==> src/rtl/mem_loader_pkg.sv <==
// Shared definitions for the UART-driven data memory loader: frame field order,
// FSM state encoding and the default frame start byte.
package mem_loader_pkg;

  localparam int FLD_SYNC    = 0;
  localparam int FLD_ADDR_LO = 1;
  localparam int FLD_ADDR_HI = 2;
  localparam int FLD_CNT_LO  = 3;
  localparam int FLD_CNT_HI  = 4;
  localparam int FLD_DATA_LO = 5;
  localparam int FLD_DATA_HI = 6;

  localparam logic [7:0] SYNC_BYTE = 8'hA5;

  // Each state waits for the frame field of the same index.
  typedef enum logic [2:0] {
    ST_IDLE    = 3'(FLD_SYNC),
    ST_ADDR_LO = 3'(FLD_ADDR_LO),
    ST_ADDR_HI = 3'(FLD_ADDR_HI),
    ST_CNT_LO  = 3'(FLD_CNT_LO),
    ST_CNT_HI  = 3'(FLD_CNT_HI),
    ST_DATA_LO = 3'(FLD_DATA_LO),
    ST_DATA_HI = 3'(FLD_DATA_HI)
  } state_t;

endpackage

==> src/rtl/mem_loader_byte_timeout_counter.sv <==
// Inter-byte idle counter: counts enabled cycles since the last clear and flags
// the cycle on which TIMEOUT idle cycles have elapsed.
module byte_timeout_counter #(
  parameter int TIMEOUT = 100000
) (
  input  logic clk,
  input  logic rst_n,
  input  logic clr,
  input  logic en,
  output logic expired
);

  localparam int CW = $clog2(TIMEOUT + 1);

  logic [CW-1:0] cnt;

  // Fires on the edge that would bring the count up to TIMEOUT.
  assign expired = en && !clr && (cnt == CW'(TIMEOUT - 1));

  always_ff @(posedge clk or negedge rst_n) begin
    if (!rst_n) begin
      cnt <= '0;
    end else if (clr) begin
      cnt <= '0;
    end else if (en && !expired) begin
      cnt <= cnt + 1'b1;
    end
  end

endmodule

==> src/rtl/mem_loader.sv <==
// Decodes framed load commands from the UART byte stream and writes the words
// into data memory, stalling the core via hold while a frame is in progress.
//
// state      | meaning
// IDLE       | waiting for SYNC, other bytes dropped
// ADDR_LO    | waiting for base address low byte
// ADDR_HI    | waiting for base address high byte
// CNT_LO     | waiting for word count low byte
// CNT_HI     | waiting for word count high byte
// DATA_LO    | waiting for data word low byte
// DATA_HI    | waiting for data word high byte, issues the write
module mem_loader
  import mem_loader_pkg::*;
#(
  parameter int         N       = 12,
  parameter int         TIMEOUT = 100000,
  parameter logic [7:0] SYNC    = SYNC_BYTE
) (
  input  logic         clk,
  input  logic         rst_n,
  input  logic         rx_valid,
  input  logic [7:0]   rx_data,
  output logic         mem_write_en,
  output logic [N-1:0] mem_addr,
  output logic [N-1:0] mem_datain,
  output logic         hold,
  output logic         done,
  output logic         err,
  output logic [N-1:0] words_written
);

  state_t         state, state_n;
  logic [N-1:0]   cur_addr, cur_addr_n;
  logic [N-1:0]   remaining, remaining_n;
  logic [7:0]     lo_byte, lo_byte_n;
  logic           fin_pend, fin_pend_n;
  logic           write_en_n, hold_n, done_n, err_n;
  logic [N-1:0]   addr_n, datain_n, words_n;
  logic [N-1:0]   field;
  logic           expired;

  byte_timeout_counter #(.TIMEOUT(TIMEOUT)) u_timeout (
    .clk     (clk),
    .rst_n   (rst_n),
    .clr     (rx_valid || (state == ST_IDLE)),
    .en      (state != ST_IDLE),
    .expired (expired)
  );

  // lo_byte holds the low half of whichever 16-bit field is being assembled.
  assign field = N'({rx_data, lo_byte});

  always_ff @(posedge clk or negedge rst_n) begin
    if (!rst_n) begin
      state         <= ST_IDLE;
      cur_addr      <= '0;
      remaining     <= '0;
      lo_byte       <= '0;
      fin_pend      <= 1'b0;
      mem_write_en  <= 1'b0;
      mem_addr      <= '0;
      mem_datain    <= '0;
      hold          <= 1'b0;
      done          <= 1'b0;
      err           <= 1'b0;
      words_written <= '0;
    end else begin
      state         <= state_n;
      cur_addr      <= cur_addr_n;
      remaining     <= remaining_n;
      lo_byte       <= lo_byte_n;
      fin_pend      <= fin_pend_n;
      mem_write_en  <= write_en_n;
      mem_addr      <= addr_n;
      mem_datain    <= datain_n;
      hold          <= hold_n;
      done          <= done_n;
      err           <= err_n;
      words_written <= words_n;
    end
  end

  always_comb begin
    state_n     = state;
    cur_addr_n  = cur_addr;
    remaining_n = remaining;
    lo_byte_n   = lo_byte;
    fin_pend_n  = 1'b0;
    write_en_n  = 1'b0;
    addr_n      = mem_addr;
    datain_n    = mem_datain;
    hold_n      = hold;
    done_n      = 1'b0;
    err_n       = err;
    words_n     = words_written;

    // Completion is reported one cycle after the last write strobe.
    if (fin_pend) begin
      done_n = 1'b1;
      hold_n = 1'b0;
    end

    if (expired) begin
      state_n = ST_IDLE;
      err_n   = 1'b1;
      hold_n  = 1'b0;
    end else if (rx_valid) begin
      case (state)
        ST_IDLE: begin
          if (rx_data == SYNC) begin
            state_n = ST_ADDR_LO;
            hold_n  = 1'b1;
            err_n   = 1'b0;
            words_n = '0;
          end
        end
        ST_ADDR_LO: begin
          lo_byte_n = rx_data;
          state_n   = ST_ADDR_HI;
        end
        ST_ADDR_HI: begin
          cur_addr_n = field;
          state_n    = ST_CNT_LO;
        end
        ST_CNT_LO: begin
          lo_byte_n = rx_data;
          state_n   = ST_CNT_HI;
        end
        ST_CNT_HI: begin
          remaining_n = field;
          if (field == '0) begin
            state_n = ST_IDLE;
            done_n  = 1'b1;
            hold_n  = 1'b0;
          end else begin
            state_n = ST_DATA_LO;
          end
        end
        ST_DATA_LO: begin
          lo_byte_n = rx_data;
          state_n   = ST_DATA_HI;
        end
        ST_DATA_HI: begin
          write_en_n  = 1'b1;
          addr_n      = cur_addr;
          datain_n    = {rx_data[N-9:0], lo_byte};
          cur_addr_n  = cur_addr + 1'b1;
          words_n     = words_written + 1'b1;
          remaining_n = remaining - 1'b1;
          if (remaining == N'(1)) begin
            state_n    = ST_IDLE;
            fin_pend_n = 1'b1;
          end else begin
            state_n = ST_DATA_LO;
          end
        end
        default: state_n = ST_IDLE;
      endcase
    end
  end

endmodule

==> config.mk <==
export PLATFORM = sky130hd
export DESIGN_NAME = mem_loader
export DESIGN_NICKNAME = d
export VERILOG_FILES = /design/src/rtl/mem_loader_pkg.sv /design/src/rtl/mem_loader_byte_timeout_counter.sv /design/src/rtl/mem_loader.sv
export SDC_FILE = /design/constraint.sdc
export NUM_CORES = 1
export LEC_CHECK = 0
export CELL_PAD_IN_SITES_DETAIL_PLACEMENT = 1
export CELL_PAD_IN_SITES_GLOBAL_PLACEMENT = 1
export CORE_UTILIZATION = 45
export DETAILED_ROUTE_END_ITERATION = 6
export PLACE_DENSITY_LB_ADDON = 0.1
export SLEW_MARGIN = 20
export SYNTH_ARGS = -nofsm -noshare
export SYNTH_HDL_FRONTEND = slang
export SYNTH_HIERARCHICAL = 1
export SYNTH_SLANG_ARGS = --single-unit
==> constraint.sdc <==
create_clock -name clk -period 6.2 [get_ports clk]
set_clock_uncertainty 0.2 [all_clocks]
set_input_delay 0.62 -clock clk [delete_from_list [all_inputs] [get_ports clk]]
set_output_delay 0.62 -clock clk [all_outputs]
set_load 0.005 [all_outputs]
# == Yosys cells after proc, flatten, opt, wreduce, memory -nomap -nowiden ==
# Cells that the tools add are included.
# word_totals
ff_bits,93
input_bits,11
output_inout_bits,40
word_cells,87
# op_classes
reduce_logical,24
bitwise,1
n_mux,34
add_sub_neg,4
eq_ne,11
# op_table
operator,count
$pmux W12 S2,3
$mux W17,2
$add A12 B1 Y12 const B,2
$mux W1,21
$pmux W3 S7,1
$add A17 B1 Y17 const B,1
$eq A17 B17 Y1 const B,1
$mux W3,5
$reduce_and A3 Y1,5
$reduce_bool A2 Y1,7
$eq A12 B1 Y1 const B,1
$logic_not A12 Y1,1
$mux W12,1
$sub A12 B1 Y12 const B,1
$eq A3 B3 Y1 const B,3
$eq A8 B8 Y1 const B,1
$eq A3 B2 Y1 const B,2
$reduce_and A4 Y1,1
$eq A3 B1 Y1 const B,1
$logic_and A1 B1 Y1,3
$logic_not A3 Y1,1
$ne A3 B1 Y1 const B,1
$reduce_bool A3 Y1,1
$reduce_or A3 Y1,1
other kinds (6),7

# == Logic depth before layout (Yosys ltp) ==
# Gate-level depths: netlist of the first run.
# depth
word_depth,9
depth_mapped,14
depth_no_buf,10

# == Cells and area by module ==
# The synthesis of the first run kept the hierarchy.
# modules_own_cells
module,area_per_inst_um2,cells_per_inst,n_inst,seq_area_each_um2
mem_loader,3756.1,361,1,1901.8
byte_timeout_counter,989.7,104,1,425.4

# == Worst setup path before layout of the first run ==
# OpenSTA, ideal clock, no wires.
# synth_path
path_kind,input -> register
start,input rx_valid
end,register mem_addr[0]
stages,13
slack_ps,3080
required_time_ps,5875
t_arrival_ps,2795
setup_time_ps,125
n_path_buf,5
cell_sequence,buf_2 -> or2_2 -> nor4_1 -> and4_1 -> buf_6 -> nand2_1 -> inv_1 -> buf_2 -> nor2b_1 -> buf_2 -> nand2_1 -> buf_2 -> mux2_2
# synth_between
elab_chain_len,6
# synth_lines
element,line,rtl
"start, declared",mem_loader.sv:21,"input logic rx_valid,"
$logic_or A1 B1 Y1,mem_loader.sv:45,".clr (rx_valid || (state == ST_IDLE)),"
$logic_not A1 Y1,mem_loader_byte_timeout_counter.sv:18,assign expired = en && !clr && (cnt == CW'(TIMEOUT - 1));
$logic_and A1 B1 Y1 (2 in a row),mem_loader_byte_timeout_counter.sv:18,
$not A1 Y1 (no source line),n/a,
$reduce_and A3 Y1 (no source line) *,n/a,
"end signal, assigned",mem_loader.sv:74,mem_addr <= addr_n;
"end, declared",mem_loader.sv:24,"output logic [N-1:0] mem_addr,"
# Mark *: on every way between the ends. The rest lies on a longest branch, timed or not.
# A chain may end at the register's enable or synchronous reset.

# == Final worst setup path of the first run ==
# layout_path
start,register state[0]
end,register mem_addr[6]
# layout_between
elab_chain_len,7
elab_cells_between_ends,9
cone_classes,1 x eq/ne; 1 x bitwise; 7 x reduce/logical
# layout_lines
element,line,rtl
"start, declared",mem_loader.sv:32,"state_t state, state_n;"
"start signal, assigned",mem_loader.sv:68,state <= state_n;
$logic_not A3 Y1,mem_loader.sv:45,
$logic_or A1 B1 Y1,mem_loader.sv:45,
$logic_not A1 Y1,mem_loader_byte_timeout_counter.sv:18,
$logic_and A1 B1 Y1 (2 in a row),mem_loader_byte_timeout_counter.sv:18,
$not A1 Y1 (no source line),n/a,
$reduce_and A3 Y1 (no source line) *,n/a,
# Marked as above.

==> qor.yml, run 1 <==
grt_max_degree: 56
rsz0062_at_grt: "no"
synthToLayoutAreaGrowth_pct: 16.7
post-synth-top-count-cell: "dfrtp_1"
drive_gt1_frac: 0.136
cts_tree: "done"
cts_buffers: 9
pre_cts_slack_ns: 1.35
gp_congestion: 0.825
synthCells: 465
critPathMostFrequentCell: "nand2_1"
worstPathRequired_ns: 6.27
clk_latency_ns: 0.38
num_antenna_cells: 0
layout_min_cycle_time_ns: 4.01
fmax_ghz: 0.250
power_mw: 2.23
synthesis.nets: 481
worst_slew_pin_slew_ns: 0.710
synth_area_um2: 4750
pwr_density_cell_nw_per_um2: 403
cts.path.max_buffers: 2
setup-violations-final: 0
crit_arrival_ns: 4.07
num_vias: 3900
worstPathMaxFanout: 29
cts_root_buf: "clkbuf_8"
hold_viol_final: 0
crit_path_top_delay_cell: "dfrtp_1"
fin_cells: 652
dp.cells: 635
maxSlewViolCount: 0
nNetsFinal: 527
synth_cell_type_count: 66
initial_core_util: 0.462
synth.largest_area_cell: "dfrtp_1"
cp-start-kind: "flop"
rows: 37
vias_per_cell: 5.98
leakagePower_nw: 2.26
cts_sinks: 93
overflow: 0
ys_top_cells_by_count: "dfrtp_1, nand2_1, mux2_2, nor2_1, a21oi_1"
portBuffers: 50
timing.setup.tns_ns: 0
synth_edf_count: 0
ys_seq_area_frac: 0.490
max-vdd-ir-drop_v: 0.000245
core-area_um2: 10300
io_pins: 51
critPathCaptureType: "flop"
startpoint: "state[0]"
ys_seq_elements: 93
track_usage: 0.243
routedWlPerCell_um: 18.9
antenna_found_initial: 0
slew_headroom: 0.526
cts_resized: 0
r2r_setup_slack_ns: 2.19
fp.dieH_um: 105
synth_top_area_frac: 0.490
worstPathCellList: "nor3_2 -> or2_2 -> nor4_1 -> and4_1 -> nand2_1 -> inv_1 -> nor2b_1 -> nand2_2 -> buf_4 -> nand2_1 -> o21ai_0"
worstHoldStart: "mem_addr[6]"
dpl.hpwl_mm: 8.70
finalWorstSetupSlack_ns: 2.19
synth.yosys.warnings: 6
timing.rr.start: "state[0]"
slowest_delay_ns: 0.55
hold_class: "reg2reg"
fin_crit_sh: 0.646
synthTopCellsByArea: "dfrtp_1, mux2_2, a21oi_1"
yosys_most_used_dff: "dfrtp_1"
die-area_um2: 11000
ant_nets: 0
async_reset_ff_frac: 1.00
clk_pin_slew_ns: 0.09
drt_iter0_markers: 133
critical_path_class: "reg2reg"
syn_area_per_cell_um2: 10.2
post-route-drc-count: 0
wl_mm: 12.4
cts_htree_levels: 3
first_pass_iters: 4
die_width_um: 105
grt_pass1_wl_mm: 20.7
grt_pass1_vias: 4042
status: "complete, no violations"
drv_cap: 0
critical path: cells and delay by family (launching register included):
family	cells	cell delay (ns)
simple gates	8	2.53
flops	1	0.55
buf+inv	2	0.50
compound gates	1	0.07
power breakdown:
part           leakage (nW)  switching, mW  internal, mW
sequential             1.18          0.243         0.807
clock                0.0856          0.226         0.147
combinational         0.995          0.380         0.427
registers in the layout, indices dropped and copies added (netlist names):
register and flops:
mem_write_en 1, cur_addr 12, mem_datain 12, state 3, done 1, lo_byte 8, fin_pend 1, hold 1
u_timeout/cnt 17, words_written 12, err 1, remaining 12, mem_addr 12
layout by cell type, fill, tap and decap left out, drive strengths merged, types with 4 or more instances in the layout:
cell type       n
buf             6
or3             6
a31oi           4
clkbuf          9
a22o            4
and4            7
o31ai           6
nor3           13
nor2           35
dfrtp          93
xor2            4
inv             8
and3            8
nand4          12
xnor2           4
ha              5
nor2b           8
clkinv          4
nand3b          4
nand3          20
a21oi          30
mux2           35
nor4           10
o21ai          28
o22ai           5
nand2          39
clkdlybuf4s50  49
final timing paths:
kind                                         end  cells past startpoint
worst max-delay path                 mem_addr[6]                     11
worst min-delay path                 mem_addr[6]                      2
worst max register to register       mem_addr[6]                     11
worst min register to register       mem_addr[6]                      2
max in group asynchronous            mem_addr[4]                      3
min in group asynchronous       words_written[6]                      2
metrics by stage:
step	util	area, um^2	hold slack [ns]
after global routing	0.539	5540	0.328
after floorplan	-	4750	0.124
after detailed placement	0.521	5350	0.282
final	0.539	5540	0.297
after global placement	0.521	5350	0.267
after CTS	0.539	5540	0.303
repair_timing:
| action | 4_1_cts | 5_1_grt |
|---|---|---|
| hold buffers | 1 | 0 |
| buffers inserted | 0 | 0 |
| endpoints found under the hold margin | 32 | 0 |
metal layers:
layer / routed length [um] / GRT usage / vias up
li1: - / - / 1826
met1: 5480 / 0.297 / 1990
met2: 6200 / 0.408 / 62
met3: 318 / 0.0443 / 22
met4: 359 / 0.128 / 0
met5: 0 / 0 / -
logic make-up after synthesis:
family          after synthesis  share of synthesized area
mux                          36                     0.0852
xor+xnor                      8                     0.0148
buf+inv                      28                     0.0277
simple gates                185                      0.218
fa+ha+maj                     5                     0.0132
flops                        93                      0.490
compound gates              110                      0.151
final cells by class:
class                   count  area [um^2]
fillers                  1165         4740
flip-flops and latches     93         2330
multi-input cells         344         2300
repair buffers             56          546
well taps                 136          170
clock buffers               9          124
clock inverters             7         51.3
inverters                   7         26.3
Note: power is estimated with default switching activity, not from simulation.
==> run 2: changes to the inputs <==
- CORE_UTILIZATION: 45 -> 40
- clock period: 6.2 -> 3.6 ns (I/O delays scaled with it)
==> run 2 against run 1 <==
Effect of this change:
- setup slack worse by 1.8 ns
- critical endpoint is now words_written[9]
- via count down 0.59%
- largest power group unchanged
- wire length up 1.3%
- power up 84%
- non-clock buffer count up 9
==> qor.yml, run 2 (synthesized netlist as in run 1, its figures left out) <==
status: "complete, no violations"
drt_iter0_markers: 191
num_antenna_cells: 0
cp-start-kind: "flop"
timing.rr.start: "state[1]"
ant_nets: 0
regMostFlops: "u_timeout/cnt"
cts_sinks: 93
crit_path_top_delay_cell: "dfrtp_1"
worstPathRequired_ns: 3.66
hold_viol_final: 0
cts_tree: "done"
timing.setup.tns_ns: 0
vias_per_cell: 5.80
grt_pass1_wl_mm: 21.1
largest_register_ffs: 17
worst_r2r_endpoint: "words_written[9]"
holdPathStages: 2
cts_buffers: 9
fp.dieH_um: 111
cts_htree_levels: 3
grt_pass1_vias: 4093
clk_pin_slew_ns: 0.07
crit_arrival_ns: 3.27
worst-path-buf-inv: 3
worstHoldStart: "mem_addr[11]"
post-route-drc-count: 0
rows: 39
die_width_um: 111
max-vdd-ir-drop_v: 0.000428
wl_mm: 12.5
maxSlewViolCount: 0
rsz0062_at_grt: "no"
critical_path_class: "reg2reg"
fmax_ghz: 0.312
slowest_delay_ns: 0.52
reg2reg_depth: 11
initial_core_util: 0.414
nNetsFinal: 536
synthToLayoutAreaGrowth_pct: 20.9
fillers: 1285
first_pass_iters: 4
fin_crit_sh: 0.890
worstPathCellList: "nor3_2 -> inv_1 -> and3_4 -> and4_1 -> nand2_1 -> inv_1 -> buf_4 -> and4b_1 -> nand2_1 -> or4_1 -> a21oi_1"
portBuffers: 50
drv_cap: 0
finalWorstSetupSlack_ns: 0.396
dpl.hpwl_mm: 8.77
grt_max_degree: 78
pre_cts_slack_ns: 0.302
leakagePower_nw: 2.36
overflow: 0
final_common_cell: "dfrtp_1"
layout_min_cycle_time_ns: 3.20
min_to: "mem_addr[11]"
critPathCaptureType: "flop"
cts.path.max_buffers: 2
num_vias: 3877
track_usage: 0.216
io_pins: 51
worst_slew_pin_slew_ns: 0.718
r2r_setup_slack_ns: 0.40
clk_latency_ns: 0.35
drive_gt1_frac: 0.147
cts_root_buf: "clkbuf_16"
pwr_density_cell_nw_per_um2: 716
layout_common_cells: "dfrtp_1, clkdlybuf4s50_1, nand2_1"
crit_family: "simple AND/OR/NAND/NOR gates"
core-area_um2: 11500
hold_class: "reg2reg"
gp_congestion: 0.824
routedWlPerCell_um: 18.7
worstPathMaxFanout: 12
cts_setup_buffers: 0
slew_headroom: 0.521
antenna_found_initial: 0
finish.utilization: 0.500
setup-violations-final: 0
die-area_um2: 12300
run 2: routing by layer:
metal / wire [um] / global-route usage
met1: 5920 / 0.282
met2: 6130 / 0.365
met3: 266 / 0.0317
met4: 197 / 0.0809
met5: 0 / 0
run 2: repair_timing:
item                                    4_1_cts  5_1_grt
endpoints found under the hold margin         0       76
hold buffers                                  0        1
endpoints found under the setup margin        0        1
gates resized for setup                       0        1
run 2: metrics by stage:
stage	instances	total power [mW]	instance area, um^2	hold WS (ns)
4_1_cts	667	4.16	5720	0.0151
3_3_place_gp	651	3.16	5440	0.270
5_1_grt	668	4.39	5740	0.307
3_5_place_dp	651	3.23	5440	0.276
2_1_floorplan	465	2.55	4750	-0.136
6_report	668	4.11	5740	0.298
run 2: how the worst max path moves through the flow:
stage	start	end	slack [ns]	cells after the start
floorplan	rx_valid	mem_addr[0]	0.74	13
global placement	state[1]	remaining[0]	0.50	11
detailed placement	state[1]	remaining[6]	0.30	11
CTS	state[1]	remaining[6]	0.28	11
global route	state[1]	hold	0.13	11
finish	state[1]	words_written[9]	0.40	11
run 2: cell type report:
class                           instances  area [um^2]  share of cell area
Sequential cell                        93         2330               0.406
Tap cell                              143          179              0.0312
Multi-Input combinational cell        344         2300               0.400
Clock inverter                          3         20.0             0.00349
Inverter                                7         26.3             0.00458
Timing Repair Buffer                   65          629               0.110
Clock buffer                           13          260              0.0454
run 2: report_power, final:
| part | total, mW | switching (mW) | leakage [nW] | internal [mW] |
|---|---|---|---|---|
| Sequential | 1.77 | 0.376 | 1.18 | 1.39 |
| Combinational | 1.43 | 0.675 | 1.05 | 0.752 |
| Clock | 0.914 | 0.408 | 0.132 | 0.506 |
run 2: tightest hold or removal path, cell delays in order (launching register included):
cell and delay, ns:
dfrtp_1 0.35, nand2_1 0.05, nand2_1 0.06
